### src/rtl/nubus_cpu_bridge.sv
// Processor-side request bridge for the NuBus controller CPU port.
// Posts writes through a small FIFO, holds reads behind them and re-issues try-again transactions.
module nubus_cpu_bridge #(
    parameter int DEPTH        = 4,
    parameter int RETRY_MAX    = 3,
    parameter int TRYAGAIN_BIT = 1
) (
    input  logic                       nub_clkn,
    input  logic                       nub_resetn,
    input  logic                       pcpu_valid,
    input  logic [31:0]                pcpu_addr,
    input  logic [31:0]                pcpu_wdata,
    input  logic [3:0]                 pcpu_wstrb,
    output logic                       pcpu_ready,
    output logic [31:0]                pcpu_rdata,
    output logic                       pcpu_error,
    output logic                       nbc_valid,
    output logic [31:0]                nbc_addr,
    output logic [31:0]                nbc_wdata,
    output logic [3:0]                 nbc_write,
    input  logic                       nbc_ready,
    input  logic [31:0]                nbc_rdata,
    input  logic [3:0]                 nbc_errors,
    output logic                       nbc_eclr,
    output logic                       post_err,
    input  logic                       post_err_clr,
    output logic [$clog2(DEPTH+1)-1:0] fifo_level,
    output logic                       busy
);
    localparam int PTR_W = $clog2(DEPTH);
    localparam int LVL_W = $clog2(DEPTH + 1);
    localparam int RC_W  = $clog2(RETRY_MAX + 2);
    localparam logic [LVL_W-1:0] FULL_LVL  = LVL_W'(DEPTH);
    localparam logic [RC_W-1:0]  RETRY_LIM = RC_W'(RETRY_MAX);
    localparam logic [3:0]       TRY_MASK  = 4'(1 << TRYAGAIN_BIT);

    typedef enum logic [2:0] {IDLE, ISSUE, WAIT, CLEAR, GAP, RESP} state_t;

    state_t           state;
    state_t           state_nx;
    logic [67:0]      fifo_mem [DEPTH];
    logic [67:0]      head;
    logic [PTR_W-1:0] wr_ptr;
    logic [PTR_W-1:0] rd_ptr;
    logic [LVL_W-1:0] level;
    logic             fifo_empty;
    logic             fifo_full;
    logic             req_block;
    logic             wr_ack;
    logic [31:0]      iss_addr;
    logic [31:0]      iss_wdata;
    logic [3:0]       iss_strb;
    logic [RC_W-1:0]  retry_cnt;
    logic             fatal;
    logic [31:0]      rdata_q;
    logic             is_read;
    logic             rd_inflight;
    logic             push;
    logic             pop;
    logic             rd_latch;
    logic             retry_inc;
    logic             go_fatal;
    logic             rd_ok;
    logic             set_perr;

    assign fifo_empty  = (level == '0);
    assign fifo_full   = (level == FULL_LVL);
    assign head        = fifo_mem[rd_ptr];
    assign is_read     = (iss_strb == 4'b0);
    assign rd_inflight = (state != IDLE) && is_read;
    assign push        = pcpu_valid && (pcpu_wstrb != 4'b0) && !fifo_full
                         && !rd_inflight && !req_block;

    always_ff @(negedge nub_clkn or negedge nub_resetn) begin
        if (!nub_resetn) begin
            state <= IDLE;
        end else begin
            state <= state_nx;
        end
    end

    always_comb begin
        state_nx  = state;
        pop       = 1'b0;
        rd_latch  = 1'b0;
        retry_inc = 1'b0;
        go_fatal  = 1'b0;
        rd_ok     = 1'b0;
        set_perr  = 1'b0;
        case (state)
            IDLE: begin
                if (!fifo_empty) begin
                    pop      = 1'b1;
                    state_nx = ISSUE;
                end else if (pcpu_valid && (pcpu_wstrb == 4'b0) && !req_block) begin
                    rd_latch = 1'b1;
                    state_nx = ISSUE;
                end
            end
            ISSUE: state_nx = WAIT;
            WAIT: begin
                if (nbc_ready) begin
                    if (nbc_errors == 4'b0) begin
                        rd_ok    = is_read;
                        state_nx = is_read ? RESP : IDLE;
                    end else if ((nbc_errors == TRY_MASK) && (retry_cnt < RETRY_LIM)) begin
                        retry_inc = 1'b1;
                        state_nx  = CLEAR;
                    end else begin
                        go_fatal = 1'b1;
                        state_nx = CLEAR;
                    end
                end
            end
            CLEAR: begin
                if (!fatal) begin
                    state_nx = GAP;
                end else if (is_read) begin
                    state_nx = RESP;
                end else begin
                    set_perr = 1'b1;
                    state_nx = IDLE;
                end
            end
            GAP:     state_nx = WAIT;
            RESP:    state_nx = IDLE;
            default: state_nx = IDLE;
        endcase
    end

    // Storage needs no reset: only entries between the pointers are ever read.
    always_ff @(negedge nub_clkn) begin
        if (push) begin
            fifo_mem[wr_ptr] <= {pcpu_addr, pcpu_wdata, pcpu_wstrb};
        end
    end

    always_ff @(negedge nub_clkn or negedge nub_resetn) begin
        if (!nub_resetn) begin
            wr_ptr <= '0;
            rd_ptr <= '0;
            level  <= '0;
        end else begin
            if (push) begin
                wr_ptr <= wr_ptr + 1'b1;
            end
            if (pop) begin
                rd_ptr <= rd_ptr + 1'b1;
            end
            case ({push, pop})
                2'b10:   level <= level + 1'b1;
                2'b01:   level <= level - 1'b1;
                default: ;
            endcase
        end
    end

    // A request that has been acknowledged must drop valid once before another can be taken.
    always_ff @(negedge nub_clkn or negedge nub_resetn) begin
        if (!nub_resetn) begin
            req_block <= 1'b0;
            wr_ack    <= 1'b0;
        end else begin
            wr_ack <= push;
            if (push || ((state == RESP) && pcpu_valid)) begin
                req_block <= 1'b1;
            end else if (!pcpu_valid) begin
                req_block <= 1'b0;
            end
        end
    end

    always_ff @(negedge nub_clkn or negedge nub_resetn) begin
        if (!nub_resetn) begin
            iss_addr  <= '0;
            iss_wdata <= '0;
            iss_strb  <= '0;
            retry_cnt <= '0;
            fatal     <= 1'b0;
            rdata_q   <= '0;
        end else begin
            if (pop) begin
                {iss_addr, iss_wdata, iss_strb} <= head;
                retry_cnt <= '0;
                fatal     <= 1'b0;
            end else if (rd_latch) begin
                iss_addr  <= pcpu_addr;
                iss_wdata <= pcpu_wdata;
                iss_strb  <= 4'b0;
                retry_cnt <= '0;
                fatal     <= 1'b0;
            end
            if (retry_inc) begin
                retry_cnt <= retry_cnt + 1'b1;
            end
            if (go_fatal) begin
                fatal <= 1'b1;
            end
            if (rd_ok) begin
                rdata_q <= nbc_rdata;
            end
        end
    end

    always_ff @(negedge nub_clkn or negedge nub_resetn) begin
        if (!nub_resetn) begin
            post_err <= 1'b0;
        end else if (set_perr) begin
            post_err <= 1'b1;
        end else if (post_err_clr) begin
            post_err <= 1'b0;
        end
    end

    assign nbc_valid  = (state == WAIT);
    assign nbc_eclr   = (state == CLEAR);
    assign nbc_addr   = iss_addr;
    assign nbc_wdata  = iss_wdata;
    assign nbc_write  = iss_strb;
    assign pcpu_ready = wr_ack || (state == RESP);
    assign pcpu_error = (state == RESP) && fatal;
    assign pcpu_rdata = ((state == RESP) && !fatal) ? rdata_q : 32'h0;
    assign fifo_level = level;
    assign busy       = (state != IDLE) || !fifo_empty;

endmodule

### config.mk
export PLATFORM = sky130hd
export DESIGN_NAME = nubus_cpu_bridge
export DESIGN_NICKNAME = d
export VERILOG_FILES = /design/src/rtl/nubus_cpu_bridge.sv
export SDC_FILE = /design/constraint.sdc
export NUM_CORES = 1
export LEC_CHECK = 0
export BUFFER_PORTS_ARGS = -buffer_cell sky130_fd_sc_hd__buf_2
export CAP_MARGIN = 20
export CORE_MARGIN = 1.5
export CORE_UTILIZATION = 57
export DETAILED_ROUTE_END_ITERATION = 16
export PLACE_DENSITY = 0.79
export SYNTH_ARGS = -nofsm -noshare
export SYNTH_HDL_FRONTEND = slang
export SYNTH_SLANG_ARGS = --single-unit
### constraint.sdc
create_clock -name nub_clkn -period 4.75 [get_ports nub_clkn]
set_input_delay 0.95 -clock nub_clkn [delete_from_list [all_inputs] [get_ports nub_clkn]]
set_output_delay 0.95 -clock nub_clkn [all_outputs]
set_load 0.02 [all_outputs]
==> tab_implementation.tex, run 1 <==
\begin{tabular}{lr}
\hline
Metric & Value \\
\hline
\multicolumn{2}{l}{\textbf{Outcome}} \\
Run status & complete, but fails checks \\
Violated checks & setup timing \\
\multicolumn{2}{l}{\textbf{Setup path}} \\
CP arrival & $\sim$4.2 ns \\
Type of origin of the critical path & register \\
Most Frequent Cell on Critical Path & sky130\_fd\_sc\_hd\_\_buf\_6 \\
Critical path's top delay family & simple AND/OR/NAND/NOR gates \\
Crit path kind & register to output port \\
Register-to-Register Path Depth & 14 \\
Data required time of the critical path & between 3 and 4 ns \\
Worst reg2reg path startpoint & state[1] \\
Longest individual stage delay on the worst path & roughly 0.42 ns \\
CP Buf/Inv Count & 2 \\
Total stage count of the critical path & 6 \\
Launch point of the worst path & state[0] \\
Critical Path End Type & output port \\
CP max FO & 8 \\
Library cell contributing the largest single delay on the critical path & sky130\_fd\_sc\_hd\_\_dfrtn\_1 \\
List of cells traversed by the critical path & nor2b\_4, nand2\_2, nor2\_4, buf\_6, and2\_4, buf\_6 \\
\multicolumn{2}{l}{\textbf{Detailed routing}} \\
Total DRC errors in the routed layout & 0 \\
Detailed Route Iter0 Violations & roughly 840 \\
Drt first pass iters & 5 \\
Via Count & between 9000 and 10000 \\
Ratio of routed vias to standard cells & between 5 and 6 \\
Total length of routed wires & 37600 um \\
WL/cell & 22.0 um \\
Number of routed nets with antenna violations & 0 \\
\multicolumn{2}{l}{\textbf{Placement}} \\
Placed inst area & 17300 um\^{}2 \\
Buffers added on ports & 217 \\
Placed Cells & 1350 \\
DP Wirelength & between 20000 and 25000 um \\
Placer's final routability congestion estimate & around 0.77 \\
\multicolumn{2}{l}{\textbf{STA}} \\
Endpoints failing setup & 37 \\
Worst hold margin & about 0.43 ns \\
Pin slew with the least headroom to its limit & about 0.91 ns \\
Worst slew slack as a fraction of its limit & 0.390 \\
Number of endpoints with negative hold slack in the final report & 0 \\
Setup repair after global routing missed its margin & yes \\
Total negative setup slack & -12.19 ns \\
Final WS setup & -0.371 ns \\
Final clock skew & about 0.10 ns \\
Final-report max-slew violation count & 0 \\
\multicolumn{2}{l}{\textbf{Global route}} \\
Combined global-route utilization of all metal layers & 0.275 \\
Via count of the first global-routing pass & around 11000 \\
Global-route wire length before repair & a little under 60000 um \\
Antenna violations before repair & 7 \\
Global route overflow & 0 \\
Most Crowded Layer GR & met2 \\
GRT met2 Usage & 0.474 \\
Pin count of the biggest net entering global routing & between 60 and 70 \\
Met3 GRT Util & 0.0589 \\
Met1 Usage GRT & 0.354 \\
\multicolumn{2}{l}{\textbf{Clock tree}} \\
CTS sink cnt & around 400 \\
Count of H-tree levels built during CTS & 2 \\
Root buf cell & sky130\_fd\_sc\_hd\_\_clkbuf\_16 \\
Clock-pin slew on the worst setup and hold paths & 0.05 ns \\
Cts-stage hold buffer count & 0 \\
TritonCTS clock tree & yes \\
Buffer levels on the longest clock path & 3 \\
Number of CTS-inserted buffers & about 40 \\
Worst-skew pair later-pin latency & slightly above 0.6 ns \\
\multicolumn{2}{l}{\textbf{Floorplan}} \\
Die outline width & about 170 um \\
Die ar. & approximately 28000 um\^{}2 \\
Number of top-level design ports & 218 \\
Area of the core & around 26000 um\^{}2 \\
Standard-cell row count & between 50 and 60 \\
Effective utilization at floorplan & 0.585 \\
Die Span Y & between 150 and 200 um \\
\multicolumn{2}{l}{\textbf{Synth}} \\
Cell taking the most area after synthesis & sky130\_fd\_sc\_hd\_\_edfxtp\_1 \\
Warnings, synthesis & 0 \\
Fraction of synthesis flops using an asynchronous set or reset pin & 0.301 \\
Post-synth top area share & 0.532 \\
Number of synthesized flops with an enable pin & 272 \\
Largest cells by area after synthesis & sky130\_fd\_sc\_hd\_\_edfxtp\_1 (53\%), sky130\_fd\_sc\_hd\_\_dfrtn\_1 (19\%), sky130\_fd\_sc\_hd\_\_mux4\_2 (10\%) \\
Syn\_nets & just over 900 \\
Top\_reg\_cell synth & sky130\_fd\_sc\_hd\_\_edfxtp\_1 \\
Instance count of the mapped netlist & a little over 800 \\
Number of synthesized register bits & around 390 \\
Netlist cell types & 45 \\
Per-instance average area after synthesis & approximately 19 um\^{}2 \\
Netlist Area Pre-Place & 15400 um\^{}2 \\
Share of synthesized area occupied by flip-flops and latches & 0.722 \\
\multicolumn{2}{l}{\textbf{Power and ir drop}} \\
Sequential cell fraction of total power & 0.370 \\
Pwr dens & between 600 and 700 nW/um\^{}2 \\
Cell leakage power & $\sim$8.6 nW \\
Switching part of the total power & 0.351 \\
Switching component of the power & 4.59 mW \\
Peak supply drop & 0.440 mV \\
Share of total power in the clock network & 0.314 \\
Combinational Power Share & 0.316 \\
Internal Dissipation & approximately 8.5 mW \\
\multicolumn{2}{l}{\textbf{Final layout}} \\
Share of post-route cells with drive strength above 1 & 0.402 \\
Area of all placed cells without fillers & 20100 um\^{}2 \\
Final design utilization & 0.765 \\
Net count reported at finish & between 1000 and 1500 \\
Layout filler cell count & $\sim$1500 \\
Area added between synthesis and finish & 30.8\% \\
Finished Layout Cells & roughly 1700 \\
\multicolumn{2}{l}{\textbf{Min path}} \\
Worst hold path cell count & 1 \\
Min-delay worst type & register to register \\
Startpoint of the tightest hold check path & rdata\_q[19] \\
\multicolumn{2}{l}{\textbf{Flow run}} \\
Max Cap Viol & 0 \\
\hline
\end{tabular}
-- power by group through the flow --
stage,sequential [mW],clock (mW),combinational (mW)
after floorplan,5.11,0.340,2.37
after global placement,4.83,0.340,3.89
after detailed placement,4.85,0.340,3.99
after CTS,4.84,4.16,4.13
after global routing,4.91,4.44,4.39
final,4.85,4.12,4.13
-- flip-flops by register name (all words and copies together) (netlist names) --
signal,count
fatal,1
fifo_level,3
fifo_mem,272
nbc_addr,32
nbc_wdata,32
nbc_write,4
post_err,1
rd_ptr,2
rdata_q,32
req_block,1
retry_cnt,3
state,3
wr_ack,1
wr_ptr,2
-- per-stage QoR --
step	power, mW	setup slack (ns)
after floorplan	7.83	-0.296
after global placement	9.06	-0.405
after detailed placement	9.18	-0.497
after CTS	13.1	-0.434
after global routing	13.7	-0.427
final	13.1	-0.371
-- area by class of cell --
cell class | count | area, um^2 | share of cell area
timing repair buffer | 276 | 2080 | 0.103
antenna | 4 | 10.0 | 0.000498
clock buffer | 52 | 1160 | 0.0578
tap | 335 | 419 | 0.0209
inverter | 13 | 48.8 | 0.00243
sequential | 389 | 11100 | 0.552
clock inverter | 295 | 1210 | 0.0603
multi-input combinational | 346 | 4080 | 0.203
-- routing by layer --
metal | up-vias | routed length [um]
met5 | - | 39
met4 | 6 | 800
met3 | 62 | 2980
met2 | 481 | 19100
met1 | 4995 | 14700
li1 | 4399 | -
-- repair_timing --
action,CTS,global route
pin swaps,13,13
gates cloned,2,0
resized for setup,109,5
buffers inserted,8,5
endpoints found under the setup margin,37,38
-- kinds of logic after synthesis --
| logic type | Yosys count | share of synthesized area |
|---|---|---|
| flops | 389 | 0.722 |
| fa+ha+maj | 7 | 0.00619 |
| xor+xnor | 6 | 0.00342 |
| compound gates | 91 | 0.0598 |
| mux | 100 | 0.123 |
| buf+inv | 73 | 0.0233 |
| simple gates | 142 | 0.0621 |
-- worst register-to-register path, stage by stage, from the launching register on --
cell                       delay (ns)
sky130_fd_sc_hd__dfrtn_1         0.37
sky130_fd_sc_hd__buf_4           0.15
sky130_fd_sc_hd__buf_6           0.11
sky130_fd_sc_hd__buf_8           0.12
sky130_fd_sc_hd__buf_4           0.15
sky130_fd_sc_hd__or3_4           0.65
sky130_fd_sc_hd__a221oi_2        0.41
sky130_fd_sc_hd__and2_4          0.21
sky130_fd_sc_hd__inv_2           0.04
sky130_fd_sc_hd__ha_4            0.15
sky130_fd_sc_hd__inv_2           0.05
sky130_fd_sc_hd__fa_2            0.20
sky130_fd_sc_hd__xor2_1          0.19
sky130_fd_sc_hd__nor2_1          0.07
sky130_fd_sc_hd__xor2_1          0.14
-- path summary, 6_finish.rpt --
kind                            endpoint  slack [ns]
max reg2reg                fifo_level[2]        1.60
max                        pcpu_rdata[3]       -0.37
min in group asynchronous    rdata_q[30]        2.58
min                          rdata_q[19]        0.43
max in group asynchronous   nbc_addr[25]        1.51
min reg2reg                  rdata_q[19]        0.43
-- synth_stat cells (2+ instances only) --
cell                       number
sky130_fd_sc_hd__or4_1         65
sky130_fd_sc_hd__o21ai_0        5
sky130_fd_sc_hd__nand3_1        2
sky130_fd_sc_hd__nor2_1         5
sky130_fd_sc_hd__buf_2         19
sky130_fd_sc_hd__buf_6          6
sky130_fd_sc_hd__mux2_2        20
sky130_fd_sc_hd__nor4_1         2
sky130_fd_sc_hd__inv_1         14
sky130_fd_sc_hd__mux4_2        68
sky130_fd_sc_hd__nor2b_1        2
sky130_fd_sc_hd__or3_4          2
sky130_fd_sc_hd__a21oi_1        5
sky130_fd_sc_hd__ha_1           6
sky130_fd_sc_hd__xor2_1         2
sky130_fd_sc_hd__dfrtn_1      117
sky130_fd_sc_hd__a22o_1         6
sky130_fd_sc_hd__clkbuf_1      27
sky130_fd_sc_hd__mux2_1        12
sky130_fd_sc_hd__o31ai_1        2
sky130_fd_sc_hd__o221a_2       64
sky130_fd_sc_hd__nand2_1       13
sky130_fd_sc_hd__nor3_1         3
sky130_fd_sc_hd__buf_4          4
sky130_fd_sc_hd__and2_1        34
sky130_fd_sc_hd__xnor2_1        4
sky130_fd_sc_hd__edfxtp_1     272
sky130_fd_sc_hd__nand2b_1       3
sky130_fd_sc_hd__buf_1          3
sky130_fd_sc_hd__and3_1         6
-- placed cells by master, fill, tap and decap left out, drive strengths merged, types with 2 or more instances in the layout --
cell type / instances
inv: 291
buf: 276
edfxtp: 272
dfrtn: 117
mux4: 68
or4: 65
o221a: 64
clkbuf: 52
and2: 35
mux2: 32
nand2: 13
clkinv: 11
and3: 7
a22o: 6
a21oi: 6
ha: 6
o21ai: 6
nor2: 5
diode: 4
xnor2: 4
nor4: 3
nand2b: 3
clkinvlp: 3
bufinv: 3
nor3: 3
or3: 2
nand3: 2
xor2: 2
o31ai: 2
nor2b: 2
a221oi: 2
Power figures use the tool's default switching activity.
==> run 2: changes to the inputs <==
--- a/config.mk
+++ b/config.mk
@@ -8,9 +8,10 @@
 export BUFFER_PORTS_ARGS = -buffer_cell sky130_fd_sc_hd__buf_2
 export CAP_MARGIN = 20
 export CORE_MARGIN = 1.5
-export CORE_UTILIZATION = 57
+export CORE_UTILIZATION = 59
+export CTS_BUF_LIST = sky130_fd_sc_hd__clkbuf_4
 export DETAILED_ROUTE_END_ITERATION = 16
-export PLACE_DENSITY = 0.79
+export PLACE_DENSITY = 0.82
 export SYNTH_ARGS = -nofsm -noshare
 export SYNTH_HDL_FRONTEND = slang
 export SYNTH_SLANG_ARGS = --single-unit
==> tab_implementation.tex, run 2 (synthesized netlist as in run 1, its figures left out) <==
\begin{tabular}{lr}
\hline
Metric & Value \\
\hline
\multicolumn{2}{l}{\textbf{STA}} \\
Pin slew with the least headroom to its limit & between 0.9 and 1 ns \\
Number of endpoints with negative hold slack in the final report & 0 \\
Final-report max-slew violation count & 0 \\
Setup repair after global routing missed its margin & yes \\
Final WS setup & -0.484 ns \\
Final clock skew & between 0.08 and 0.09 ns \\
Total negative setup slack & -16.31 ns \\
Worst hold margin & $\sim$0.44 ns \\
Endpoints failing setup & 37 \\
Worst slew slack as a fraction of its limit & 0.380 \\
\multicolumn{2}{l}{\textbf{Floorplan}} \\
Number of top-level design ports & 218 \\
Area of the core & between 20000 and 30000 um\^{}2 \\
Standard-cell row count & a little under 60 \\
Effective utilization at floorplan & 0.605 \\
Die outline width & roughly 160 um \\
Die ar. & about 27000 um\^{}2 \\
Die Span Y & approximately 160 um \\
\multicolumn{2}{l}{\textbf{Clock tree}} \\
Buffer levels on the longest clock path & 3 \\
Number of CTS-inserted buffers & between 100 and 150 \\
Worst-skew pair later-pin latency & 0.73 ns \\
CTS sink cnt & 389 \\
TritonCTS clock tree & yes \\
Cts-stage hold buffer count & 0 \\
Root buf cell & sky130\_fd\_sc\_hd\_\_clkbuf\_4 \\
Count of H-tree levels built during CTS & 3 \\
Clock-pin slew on the worst setup and hold paths & $\sim$0.050 ns \\
\multicolumn{2}{l}{\textbf{Setup path}} \\
CP max FO & 16 \\
Data required time of the critical path & between 3 and 4 ns \\
CP arrival & $\sim$4.3 ns \\
CP Buf/Inv Count & 2 \\
Library cell contributing the largest single delay on the critical path & sky130\_fd\_sc\_hd\_\_dfrtn\_1 \\
Total stage count of the critical path & 6 \\
Type of origin of the critical path & register \\
Critical Path End Type & output port \\
Crit path kind & register to output port \\
List of cells traversed by the critical path & nor2b\_4, nand2\_2, nor2\_4, buf\_12, and2\_4, buf\_6 \\
Critical path's top delay family & simple AND/OR/NAND/NOR gates \\
Longest individual stage delay on the worst path & around 0.4 ns \\
Register-to-Register Path Depth & 11 \\
\multicolumn{2}{l}{\textbf{Detailed routing}} \\
Total length of routed wires & about 38000 um \\
Drt first pass iters & 7 \\
Ratio of routed vias to standard cells & about 5.7 \\
Number of routed nets with antenna violations & 0 \\
Total DRC errors in the routed layout & 0 \\
Detailed Route Iter0 Violations & approximately 770 \\
Via Count & a little over 10000 \\
WL/cell & $\sim$21 um \\
\multicolumn{2}{l}{\textbf{Global route}} \\
Via count of the first global-routing pass & 11200 \\
GRT met2 Usage & 0.477 \\
Global route overflow & 0 \\
Global-route wire length before repair & between 50000 and 60000 um \\
Met1 Usage GRT & 0.331 \\
Met3 GRT Util & 0.0972 \\
Antenna violations before repair & 7 \\
Combined global-route utilization of all metal layers & 0.287 \\
Most Crowded Layer GR & met2 \\
Pin count of the biggest net entering global routing & 68 \\
\multicolumn{2}{l}{\textbf{Min path}} \\
Min-delay worst type & register to register \\
Worst hold path cell count & 1 \\
\multicolumn{2}{l}{\textbf{Final layout}} \\
Share of post-route cells with drive strength above 1 & 0.425 \\
Top library cells by usage in the layout, fill and taps aside & sky130\_fd\_sc\_hd\_\_inv\_1 (301), sky130\_fd\_sc\_hd\_\_edfxtp\_1 (272), sky130\_fd\_sc\_hd\_\_buf\_2 (176) \\
Net count reported at finish & approximately 1500 \\
Largest register by flop count & fifo\_mem \\
Multi-input gate area in the final layout & just over 4000 um\^{}2 \\
Layout filler cell count & 1454 \\
Finished Layout Cells & about 1800 \\
Combined flip-flop and latch cell area & $\sim$11000 um\^{}2 \\
Flip-flop count of the largest register after layout & roughly 270 \\
Area added between synthesis and finish & 29.5\% \\
Most common library cell in the layout ignoring fill and taps & sky130\_fd\_sc\_hd\_\_inv\_1 \\
\multicolumn{2}{l}{\textbf{Placement}} \\
DP Wirelength & 20600 um \\
Buffers added on ports & approximately 220 \\
Placer's final routability congestion estimate & slightly above 0.8 \\
Placed Cells & roughly 1300 \\
\multicolumn{2}{l}{\textbf{Power and ir drop}} \\
Peak supply drop & just under 0.5 mV \\
Cell leakage power & roughly 8.7 nW \\
Pwr dens & between 600 and 700 nW/um\^{}2 \\
\multicolumn{2}{l}{\textbf{Flow run}} \\
Max Cap Viol & 0 \\
\multicolumn{2}{l}{\textbf{Outcome}} \\
Violated checks & setup timing \\
Run status & complete, but fails checks \\
\hline
\end{tabular}
run 2: path summary, 6_finish.rpt:
kind	startpoint	endpoint	slack [ns]
setup / recovery	state[0]	pcpu_rdata[16]	-0.48
hold / removal	rdata_q[18]	rdata_q[18]	0.44
setup reg to reg	state[1]	fifo_level[2]	1.95
hold reg to reg	rdata_q[18]	rdata_q[18]	0.44
max in group asynchronous	nub_resetn	rdata_q[20]	1.69
min in group asynchronous	nub_resetn	nbc_wdata[8]	2.46
run 2: final cells by class:
cell class              instances  share of cell area
diodes                          4            0.000503
clock buffers                 130              0.0490
clock inverters               327              0.0620
inverters                      13             0.00245
multi-input cells             346               0.205
flip-flops and latches        389               0.557
well taps                     330              0.0207
repair buffers                275               0.102
run 2: repair_timing:
item / CTS / global route
pin swaps: 3 / 17
buffers inserted: 5 / 4
resized for setup: 77 / 46
endpoints found under the setup margin: 37 / 40
gates cloned: 2 / 0
run 2: metrics by stage:
stage	util	power [mW]	instance area, um^2	setup slack, ns
CTS	0.780	12.6	19800	-0.556
detailed placement	0.680	9.16	17300	-0.456
floorplan	-	7.83	15400	-0.296
global placement	0.680	9.04	17300	-0.403
global route	0.783	13.2	19900	-0.567
finish	0.784	12.5	19900	-0.484
run 2: worst reg2reg max path: cells and delay by family (launching register included):
family	cells	cell delay, ns
AO/OA/AOI/OAI	1	0.14
XOR/XNOR	2	0.24
adder cells (fa/ha/maj)	2	0.48
buffers and inverters	3	0.31
flip-flops	1	0.45
AND/OR/NAND/NOR	3	1.02
run 2: power by group:
| group | internal (mW) | switching [mW] |
|---|---|---|
| sequential | 4.45 | 0.390 |
| clock | 1.60 | 2.00 |
| combinational | 1.85 | 2.22 |
run 2: metal layers:
metal / vias to the layer above / part of all wire
met4: 6 / 0.021
met1: 5152 / 0.36
met5: - / 0.00092
met2: 518 / 0.53
li1: 4584 / -
met3: 81 / 0.088
==> run 3: changes to the inputs <==
==> constraint.sdc (replaced) <==
create_clock -name nub_clkn -period 6 [get_ports nub_clkn]
set_input_delay 1.2 -clock nub_clkn [delete_from_list [all_inputs] [get_ports nub_clkn]]
set_output_delay 1.2 -clock nub_clkn [all_outputs]
set_load 0.02 [all_outputs]
==> tab_implementation.tex, run 3 (synthesized netlist as in run 1, its figures left out) <==
\begin{tabular}{lr}
\hline
Metric & Value \\
\hline
\multicolumn{2}{l}{\textbf{Outcome}} \\
Run status & complete, but fails checks \\
Violated checks & setup timing \\
\multicolumn{2}{l}{\textbf{Final layout}} \\
Top library cells by usage in the layout, fill and taps aside & sky130\_fd\_sc\_hd\_\_inv\_1 (296), sky130\_fd\_sc\_hd\_\_edfxtp\_1 (272), sky130\_fd\_sc\_hd\_\_buf\_2 (183) \\
Layout filler cell count & between 1000 and 1500 \\
Final design utilization & 0.779 \\
Flip-flop count of the largest register after layout & between 200 and 300 \\
Area added between synthesis and finish & 28.8\% \\
Largest register by flop count & fifo\_mem \\
Finished Layout Cells & roughly 1800 \\
Share of post-route cells with drive strength above 1 & 0.418 \\
Area of all placed cells without fillers & between 15000 and 20000 um\^{}2 \\
Net count reported at finish & approximately 1500 \\
Most common library cell in the layout ignoring fill and taps & sky130\_fd\_sc\_hd\_\_inv\_1 \\
\multicolumn{2}{l}{\textbf{Detailed routing}} \\
Total DRC errors in the routed layout & 0 \\
Total length of routed wires & roughly 39000 um \\
Detailed Route Iter0 Violations & approximately 760 \\
Ratio of routed vias to standard cells & between 5 and 6 \\
WL/cell & between 20 and 25 um \\
Via Count & slightly above 10000 \\
Drt first pass iters & 5 \\
Number of routed nets with antenna violations & 0 \\
\multicolumn{2}{l}{\textbf{Setup path}} \\
Worst reg2reg path startpoint & fifo\_level[0] \\
Data required time of the critical path & $\sim$4.8 ns \\
R2r setup slk & roughly 2.3 ns \\
CP max FO & 8 \\
Total stage count of the critical path & 6 \\
Critical path's top delay family & simple AND/OR/NAND/NOR gates \\
List of cells traversed by the critical path & nor2b\_4, nand2\_2, nor2\_4, buf\_6, and2\_1, buf\_6 \\
Library cell contributing the largest single delay on the critical path & sky130\_fd\_sc\_hd\_\_dfrtn\_1 \\
Most Frequent Cell on Critical Path & sky130\_fd\_sc\_hd\_\_buf\_6 \\
CP arrival & 4.99 ns \\
Critical Path End Type & output port \\
CP Buf/Inv Count & 2 \\
Critical register-to-register path endpoint & fifo\_level[2] \\
Crit path kind & register to output port \\
Type of origin of the critical path & register \\
Register-to-Register Path Depth & 10 \\
Longest individual stage delay on the worst path & roughly 0.42 ns \\
\multicolumn{2}{l}{\textbf{Floorplan}} \\
Area of the core & about 25000 um\^{}2 \\
Die Span Y & around 160 um \\
Die ar. & 27000 um\^{}2 \\
Die outline width & roughly 160 um \\
Number of top-level design ports & 218 \\
Effective utilization at floorplan & 0.605 \\
Standard-cell row count & 58 \\
\multicolumn{2}{l}{\textbf{Flow run}} \\
Max Cap Viol & 0 \\
\multicolumn{2}{l}{\textbf{Global route}} \\
Pin count of the biggest net entering global routing & 70 \\
Global route overflow & 0 \\
Antenna violations before repair & 12 \\
Via count of the first global-routing pass & 11300 \\
Combined global-route utilization of all metal layers & 0.289 \\
Global-route wire length before repair & between 50000 and 60000 um \\
\multicolumn{2}{l}{\textbf{Clock tree}} \\
Buffer levels on the longest clock path & 3 \\
Clock-pin slew on the worst setup and hold paths & 0.05 ns \\
Cts-stage hold buffer count & 0 \\
Number of CTS-inserted buffers & approximately 100 \\
Root buf cell & sky130\_fd\_sc\_hd\_\_clkbuf\_4 \\
CTS sink cnt & $\sim$390 \\
Worst-skew pair later-pin latency & $\sim$0.72 ns \\
TritonCTS clock tree & yes \\
Count of H-tree levels built during CTS & 3 \\
\multicolumn{2}{l}{\textbf{Min path}} \\
Capture endpoint of the worst hold path & rdata\_q[20] \\
Min-delay worst type & register to register \\
Startpoint of the tightest hold check path & rdata\_q[20] \\
Worst hold path cell count & 1 \\
\multicolumn{2}{l}{\textbf{Placement}} \\
DP Wirelength & 20100 um \\
Placed Cells & around 1300 \\
Placed inst area & $\sim$17000 um\^{}2 \\
Buffers added on ports & roughly 220 \\
Placer's final routability congestion estimate & roughly 0.76 \\
\multicolumn{2}{l}{\textbf{STA}} \\
Final-report max-slew violation count & 0 \\
Endpoints failing setup & 32 \\
Final WS setup & -0.193 ns \\
Number of endpoints with negative hold slack in the final report & 0 \\
Setup repair after global routing missed its margin & yes \\
Pin slew with the least headroom to its limit & between 1 and 1.5 ns \\
Worst slew slack as a fraction of its limit & 0.281 \\
Total negative setup slack & -5.42 ns \\
Final clock skew & about 0.095 ns \\
\multicolumn{2}{l}{\textbf{Power and ir drop}} \\
Pwr dens & about 500 nW/um\^{}2 \\
Peak supply drop & 0.306 mV \\
Post-layout total power & slightly below 10 mW \\
Cell leakage power & 8.65 nW \\
\hline
\end{tabular}
run 3: cell count changes in the layout (fill, tap and decap cells not counted), moves of 4 or more:
| cell | change |
|---|---|
| sky130_fd_sc_hd__buf_12 | -6 |
| sky130_fd_sc_hd__inv_1 | -5 |
| sky130_fd_sc_hd__buf_6 | -7 |
| sky130_fd_sc_hd__clkbuf_4 | -7 |
| sky130_fd_sc_hd__and2_4 | +6 |
| sky130_fd_sc_hd__diode_2 | +5 |
| sky130_fd_sc_hd__bufinv_8 | +4 |
| sky130_fd_sc_hd__buf_2 | +7 |
| sky130_fd_sc_hd__and2_2 | -9 |
| sky130_fd_sc_hd__clkinvlp_2 | +5 |
run 3: worst max-delay path by stage:
stage	start	to
2_1_floorplan	pcpu_wstrb[0]	fifo_mem[0][0]
3_3_place_gp	pcpu_wstrb[1]	fifo_level[2]
3_5_place_dp	pcpu_wstrb[1]	fifo_level[2]
4_1_cts	state[0]	pcpu_rdata[9]
5_1_grt	state[0]	pcpu_rdata[8]
6_report	state[0]	pcpu_rdata[8]
run 3: power breakdown:
part	leakage [nW]	internal, mW	total, mW	switching, mW
clock	2.24	1.35	2.97	1.61
sequential	3.88	3.52	3.81	0.285
combinational	2.54	1.38	3.16	1.78
total	8.65	6.26	9.93	3.68
run 3: stage by stage:
stage               hold slack [ns]  setup slack (ns)
finish                        0.440            -0.193
global route                  0.462            -0.258
CTS                           0.438            -0.200
detailed placement            0.434           -0.0852
global placement              0.426           -0.0566
floorplan                     0.416            0.0770
run 3: worst reg2reg max path, delay by kind of cell (launching register included):
family	cells	cell delay, ns
DFF	1	0.47
adders and majority gates	2	0.60
and+or+nand+nor	3	1.50
buffers and inverters	3	0.69
xor gates and xnor gates	2	0.24
run 3: repair_timing:
item / 4_1_cts / 5_1_grt
setup buffers: 2 / 7
cloned: 3 / 0
pin swaps: 16 / 17
endpoints found under the setup margin: 33 / 33
gates resized for setup: 80 / 30
run 3: per-layer routing:
metal | GRT usage | part of all wire | vias to the layer above
li1 | - | - | 4572
met1 | 0.337 | 0.36 | 5141
met2 | 0.483 | 0.52 | 559
met3 | 0.0907 | 0.10 | 78
met4 | 0.154 | 0.022 | 6
met5 | 0 | 0.00096 | -
run 3: area by class of cell:
cell class	instances	area [um^2]	share of cell area
diodes	9	22.5	0.00114
clock buffers	123	923	0.0467
clock inverters	333	1360	0.0685
inverters	13	48.8	0.00247
multi-input cells	346	4050	0.205
flip-flops and latches	389	11100	0.561
well taps	330	413	0.0209
repair buffers	268	1880	0.0948
